[config.mk]
export PLATFORM = sky130hd
export DESIGN_NAME = nn_mac_array
export DESIGN_NICKNAME = d
export VERILOG_FILES = /design/src/rtl/nn_pkg.sv /design/src/rtl/nn_mac_lane.sv /design/src/rtl/nn_mac_array.sv
export SDC_FILE = /design/constraint.sdc
export NUM_CORES = 2
export LEC_CHECK = 0
export BUFFER_PORTS_ARGS = -buffer_cell sky130_fd_sc_hd__clkbuf_2
export CAP_MARGIN = 20
export CORE_ASPECT_RATIO = 1.1
export CORE_MARGIN = 2
export CORE_UTILIZATION = 55
export DETAILED_ROUTE_END_ITERATION = 10
export GPL_TIMING_DRIVEN = 1
export PLACE_DENSITY = 0.72
export SYNTH_ARGS = -nofsm -noshare
export SYNTH_HDL_FRONTEND = slang
export SYNTH_SLANG_ARGS = --single-unit
[constraint.sdc]
create_clock -name clk -period 15.93 [get_ports clk]
set_clock_uncertainty 0.2 [all_clocks]
set_input_delay 1.593 -clock clk [delete_from_list [all_inputs] [get_ports clk]]
set_output_delay 1.593 -clock clk [all_outputs]
set_load 0.01 [all_outputs]
[src/rtl/nn_pkg.sv]
// Shared fixed-point helpers, FSM state encoding and default widths for the MAC array.
package nn_pkg;

  localparam int unsigned NN_DATA_W = 16;
  localparam int unsigned NN_FRAC_W = 8;
  localparam int unsigned NN_ACC_W  = 40;

  // Working width for saturation arithmetic; must exceed ACC_W + 1.
  localparam int unsigned SAT_W = 64;

  typedef enum logic [1:0] {
    ST_IDLE,
    ST_RUN,
    ST_DRAIN,
    ST_OUT
  } nn_state_e;

  // Fixed-point saturation test against a w-bit signed range.
  // Returns {over, under}; the caller substitutes its own limits so no
  // oversized intermediate has to be carried around.
  function automatic logic [1:0] fx_sat_flags(input logic signed [SAT_W-1:0] x,
                                              input int unsigned             w);
    logic signed [SAT_W-1:0] hi;
    logic signed [SAT_W-1:0] lo;
    hi = (64'sd1 <<< (w - 1)) - 64'sd1;
    lo = -(64'sd1 <<< (w - 1));
    return {(x > hi), (x < lo)};
  endfunction

endpackage

[src/rtl/nn_mac_lane.sv]
// One MAC lane: registered product, saturating accumulator, output conversion.
module nn_mac_lane
  import nn_pkg::*;
#(
  parameter int unsigned DATA_W = NN_DATA_W,
  parameter int unsigned FRAC_W = NN_FRAC_W,
  parameter int unsigned ACC_W  = NN_ACC_W
) (
  input  logic                     clk,
  input  logic                     rst,
  input  logic                     clr,
  input  logic                     load,
  input  logic                     beat,
  input  logic                     chk,
  input  logic                     relu_en,
  input  logic signed [DATA_W-1:0] bias,
  input  logic signed [DATA_W-1:0] act,
  input  logic signed [DATA_W-1:0] wgt,
  output logic        [DATA_W-1:0] res,
  output logic                     ovf
);

  localparam logic signed [ACC_W-1:0]  ACC_MAX = {1'b0, {(ACC_W-1){1'b1}}};
  localparam logic signed [ACC_W-1:0]  ACC_MIN = {1'b1, {(ACC_W-1){1'b0}}};
  localparam logic        [DATA_W-1:0] DAT_MAX = {1'b0, {(DATA_W-1){1'b1}}};
  localparam logic        [DATA_W-1:0] DAT_MIN = {1'b1, {(DATA_W-1){1'b0}}};

  logic signed [2*DATA_W-1:0] prod_q, prod_d;
  logic signed [ACC_W-1:0]    acc_q, acc_d;
  logic                       ovf_q, ovf_d;

  logic signed [SAT_W-1:0]    sum_w;
  logic signed [SAT_W-1:0]    shr_w;
  logic        [1:0]          acc_fl;
  logic        [1:0]          out_fl;
  logic signed [ACC_W-1:0]    acc_sum;
  logic        [DATA_W-1:0]   conv;

  // Product stage: only accepted beats load a product, otherwise zero so idle adds are no-ops.
  always_comb begin
    prod_d = '0;
    if (!clr && beat) begin
      prod_d = (2*DATA_W)'(act) * (2*DATA_W)'(wgt);
    end
  end

  // Saturating sum of accumulator and registered product.
  always_comb begin
    sum_w  = SAT_W'(acc_q) + SAT_W'(prod_q);
    acc_fl = fx_sat_flags(sum_w, ACC_W);
    if (acc_fl[1])      acc_sum = ACC_MAX;
    else if (acc_fl[0]) acc_sum = ACC_MIN;
    else                acc_sum = sum_w[ACC_W-1:0];
  end

  // Output conversion: drop fraction, clip to DATA_W, then optional ReLU.
  always_comb begin
    shr_w  = SAT_W'(acc_q) >>> FRAC_W;
    out_fl = fx_sat_flags(shr_w, DATA_W);
    if (out_fl[1])      conv = DAT_MAX;
    else if (out_fl[0]) conv = DAT_MIN;
    else                conv = shr_w[DATA_W-1:0];
    if (relu_en && conv[DATA_W-1]) conv = '0;
  end

  // Accumulator and sticky overflow next-state; clear keeps ovf, job load resets it.
  always_comb begin
    acc_d = acc_q;
    ovf_d = ovf_q;
    if (clr) begin
      acc_d = '0;
    end else if (load) begin
      acc_d = ACC_W'(bias) <<< FRAC_W;
      ovf_d = 1'b0;
    end else begin
      acc_d = acc_sum;
      ovf_d = ovf_q | (|acc_fl) | (chk & (|out_fl));
    end
  end

  // Lane state registers.
  always_ff @(posedge clk) begin
    if (rst) begin
      prod_q <= '0;
      acc_q  <= '0;
      ovf_q  <= 1'b0;
    end else begin
      prod_q <= prod_d;
      acc_q  <= acc_d;
      ovf_q  <= ovf_d;
    end
  end

  assign res = conv;
  assign ovf = ovf_q;

endmodule

[src/rtl/nn_mac_array.sv]
// Multi-lane fixed-point dot-product engine sharing one activation stream.
module nn_mac_array
  import nn_pkg::*;
#(
  parameter int unsigned LANES  = 4,
  parameter int unsigned DATA_W = NN_DATA_W,
  parameter int unsigned FRAC_W = NN_FRAC_W,
  parameter int unsigned ACC_W  = NN_ACC_W,
  parameter int unsigned LEN_W  = 10
) (
  input  logic                    clk,
  input  logic                    rst,
  input  logic                    clear,
  input  logic                    start,
  input  logic [LEN_W-1:0]        len,
  input  logic                    relu_en,
  input  logic [LANES*DATA_W-1:0] bias,
  input  logic                    in_valid,
  output logic                    in_ready,
  input  logic [DATA_W-1:0]       in_act,
  input  logic [LANES*DATA_W-1:0] in_wgt,
  output logic                    out_valid,
  input  logic                    out_ready,
  output logic [LANES*DATA_W-1:0] out_data,
  output logic [LANES-1:0]        ovf,
  output logic                    busy
);

  nn_state_e        state_q, state_d;
  logic [LEN_W-1:0] cnt_q, cnt_d;
  logic [LEN_W-1:0] len_q, len_d;
  logic             relu_q, relu_d;

  logic lane_clr;
  logic lane_load;
  logic lane_beat;
  logic lane_chk;

  // Job sequencing. DRAIN is a single cycle: the last product is added on the
  // same edge that enters OUT, giving a fixed two-cycle beat-to-result latency.
  always_comb begin
    state_d   = state_q;
    cnt_d     = cnt_q;
    len_d     = len_q;
    relu_d    = relu_q;
    lane_clr  = 1'b0;
    lane_load = 1'b0;
    lane_beat = 1'b0;
    if (clear) begin
      state_d  = ST_IDLE;
      cnt_d    = '0;
      lane_clr = 1'b1;
    end else begin
      unique case (state_q)
        ST_IDLE: begin
          if (start) begin
            len_d     = len;
            relu_d    = relu_en;
            cnt_d     = '0;
            lane_load = 1'b1;
            state_d   = (len == '0) ? ST_DRAIN : ST_RUN;
          end
        end
        ST_RUN: begin
          if (in_valid) begin
            lane_beat = 1'b1;
            cnt_d     = cnt_q + 1'b1;
            if (cnt_d == len_q) state_d = ST_DRAIN;
          end
        end
        ST_DRAIN: state_d = ST_OUT;
        ST_OUT: begin
          if (out_ready) state_d = ST_IDLE;
        end
        default: state_d = ST_IDLE;
      endcase
    end
  end

  // Control registers.
  always_ff @(posedge clk) begin
    if (rst) begin
      state_q <= ST_IDLE;
      cnt_q   <= '0;
      len_q   <= '0;
      relu_q  <= 1'b0;
    end else begin
      state_q <= state_d;
      cnt_q   <= cnt_d;
      len_q   <= len_d;
      relu_q  <= relu_d;
    end
  end

  assign in_ready  = (state_q == ST_RUN);
  assign out_valid = (state_q == ST_OUT);
  assign busy      = (state_q != ST_IDLE);
  assign lane_chk  = (state_q == ST_OUT);

  for (genvar g = 0; g < LANES; g++) begin : g_lane
    nn_mac_lane #(
      .DATA_W (DATA_W),
      .FRAC_W (FRAC_W),
      .ACC_W  (ACC_W)
    ) u_lane (
      .clk     (clk),
      .rst     (rst),
      .clr     (lane_clr),
      .load    (lane_load),
      .beat    (lane_beat),
      .chk     (lane_chk),
      .relu_en (relu_q),
      .bias    (bias[g*DATA_W +: DATA_W]),
      .act     (in_act),
      .wgt     (in_wgt[g*DATA_W +: DATA_W]),
      .res     (out_data[g*DATA_W +: DATA_W]),
      .ovf     (ovf[g])
    );
  end

endmodule

==> summary.txt <==
post-DR vias/cell: 5.522
DR pass1 iterations: 6
Yosys reg bits: 315
gpl congestion: 0.9065
die width: 314.7 um
total grt overflow: 0
antenna violations before repair: 15
slowest stage cell, crit path: fa_1
area of the core: 105400 um2
outcome: finished, final reports clean
Mapped Avg Cell Area: 8.580 um2
Setup TNS Final: 0 ns
CP bufs+invs: 5
synth unique cells: 84
DRC viols: 0
worst min path class: reg -> reg
CP Class: in -> reg
Most used DFF post-synth: dfxtp_1
Clock transition at path regs: 0.06 ns
top cell type's share of synthesized area: 0.3607
final wirelength: 142400 um
CP peak stage delay: 0.86 ns
period utilization: 0.5280
H-tree levels: 2
root buffer cell: clkbuf_16
Post-synth EDFFs: 0
vias in the first global route: 48010
area grow syn2layout: 5.963%
DR WL/cell: 17.23 um
Slew Limit Headroom: 0.2283
layout cell share with drive strength beyond 1: 0.05573
Post-Syn Area: 58390 um2
violation count after the first detailed-routing iteration: 2676
FP Rows: 125
Vias: 45630
Antenna Nets Post-Route: 0
fin. max-slew vios: 0
yosys warns: 0
Synth Net Count: 8513
Max Cap Viol: 0
worst skew pair latency: 0.57 ns
Slew @ Worst Pin: 1.155 ns
Initial Utilization: 0.5539
largest net degree at the start of global routing: 67
post_cts resized: 0
Worst Setup End Kind: flop
I/O Pins: 232
Hold Violations, Final: 0
RSZ-0062 raised after global routing: false
CTS Buf Count: 39
family with the most delay on the worst path: adder cells
endpoint of the worst register-to-register path: g_lane[2].u_lane.acc_q[22]
most used cell, CP: fa_1
Setup crit start kind: input port
worst endpoint required time: 16.16 ns
die extent in y: 345.7 um
fin crit period: 8.411 ns
DP HPWL: 111300 um
min-delay src: len_q[9]
Port-buffer cells: 231
register area share after synthesis: 0.1080
CTS Hold Buffers Added: 0
crit-path cells: clkbuf_2 > buf_4 > nand2_1 > fa_1 > inv_1 > fa_1 > fa_1 > fa_1 > fa_1 > inv_1 > fa_1 > inv_1 > ha_1 > a21o_1 > a21o_1 > a21oi_1 > o21ai_0 > or3_1 > a21o_1 > a311oi_1 > o21bai_1 > a21oi_1 > xnor2_1 > nor2_1
Sinks on Clock Net: 315
Total GRT Usage: 0.2698
Async S/R FF share, synth: 0
Total Die Area: 108800 um2
clk buf depth: 3
Hold Path End: len_q[9]
Reg2Reg Depth: 13
Setup Fix Bufs, Post-CTS: 0
first-pass GRT wire length: 237700 um
synth top area cells: fa_1, dfxtp_1, ha_1
cells after synthesis: 6806
largest area contributor in the netlist: fa_1
CP arrival: 8.65 ns
layout net count: 8533
hold path depth: 2
reg-to-reg startpoint: g_lane[2].u_lane.acc_q[0]
setup violators final: 0
fmax: 118.9 MHz
r2r setup slk: 11.54 ns
TritonCTS clock tree: yes
crit path max fanout: 63
-- sequential cells by signal (all words and copies together), names as in the netlist --
signal and cells:
g_lane.u_lane.prod_q 128, len_q 10, state_q 2, g_lane.u_lane.acc_q 160, relu_q 1, g_lane.u_lane.ovf 4
cnt_q 10
-- cell families after synthesis --
| kind of cell | count (synthesis) | synth area share |
|---|---|---|
| adder cells (fa/ha/maj) | 1546 | 0.4665 |
| multiplexers | 1 | 0.0002356 |
| flip-flops | 315 | 0.1080 |
| XOR/XNOR | 282 | 0.04230 |
| AO/OA/AOI/OAI | 1077 | 0.1151 |
| AND/OR/NAND/NOR | 1979 | 0.1630 |
| buffers and inverters | 1606 | 0.1048 |
-- routing by layer --
metal  part of all wire  global-route usage  vias up
met4              0.042              0.1053        6
met5            0.00025                   0        -
met2               0.50              0.4767     1165
met3              0.053             0.03244      279
li1                   -                   -    21210
met1               0.40              0.3345    22970
-- synthesized netlist by cell type (all sizes together) (11+ instances only) --
library cell  number
inv             1312
nor2b             26
xnor2            196
a211oi            26
a21oi            429
ha               494
o21a              46
nor3              45
o22ai             11
nand2b            52
nor2             376
nor4              23
o31ai             20
nand4             48
o21bai            44
a21o             143
o41ai             14
o211ai            14
and3              33
nand2            738
a31oi             33
nand3             66
dfxtp            315
nor3b             13
clkbuf           256
xor2              86
buf               38
fa              1052
o21ai            207
and2             521
-- layout make-up --
class                           count  area, um2
Sequential cell                   315       6306
Clock buffer                       49       1096
Tap cell                         1397       1748
Multi-Input combinational cell   4885      46030
Antenna cell                       11      27.53
Clock inverter                     21      269.0
Inverter                         1312       4925
Fill cell                        9548      43540
Timing Repair Buffer              273       1475
-- worst max path at each step --
stage,startpoint,to,slack (ns),cells after the start
global placement,in_act[15],g_lane[3].u_lane.prod_q[31],7.07,24
finish,in_act[15],g_lane[3].u_lane.prod_q[31],7.52,24
global route,in_act[15],g_lane[3].u_lane.prod_q[31],7.02,24
CTS,in_act[15],g_lane[3].u_lane.prod_q[31],7.55,24
floorplan,in_act[15],g_lane[3].u_lane.prod_q[31],7.68,24
detailed placement,in_act[15],g_lane[3].u_lane.prod_q[31],6.98,24
-- worst register-to-register path: stages (launching register included) --
cell	delay, ns
dfxtp_1	0.30
ha_1	0.22
fa_1	0.43
a211oi_1	0.35
o21ai_0	0.17
a21oi_1	0.43
o41ai_4	0.17
a21oi_2	0.28
o31ai_2	0.15
a21oi_2	0.34
a21oi_1	0.18
nand2b_2	0.64
nand2_1	0.30
a21oi_1	0.10
-- stage by stage --
| step | hold WS (ns) | worst slack, ns | cell area, um2 | util | std cells |
|---|---|---|---|---|---|
| 6_report | 0.2747 | 7.519 | 61880 | 0.5870 | 8263 |
| 4_1_cts | 0.2730 | 7.546 | 61830 | 0.5865 | 8250 |
| 2_1_floorplan | 0.2416 | 7.679 | 58390 | - | 6806 |
| 5_1_grt | 0.2868 | 7.025 | 61860 | 0.5869 | 8258 |
| 3_5_place_dp | 0.2666 | 6.981 | 60460 | 0.5736 | 8180 |
| 3_3_place_gp | 0.2579 | 7.068 | 60460 | 0.5736 | 8180 |
-- layout by cell type (no fill, tap or decap), drive strengths merged, types with 33 or more instances in the layout --
master,instances
inv,1312
fa,1052
nand2,738
and2,521
ha,494
a21oi,429
nor2,376
dfxtp,315
clkbuf,280
o21ai,207
xnor2,196
a21o,143
xor2,86
nand3,66
nand2b,52
nand4,48
o21a,46
nor3,45
o21bai,44
buf,42
and3,33
a31oi,33
Power is left out: the tool's default activity adds up to more than one toggle a clock period on the data nets, which glitch-free logic cannot reach.
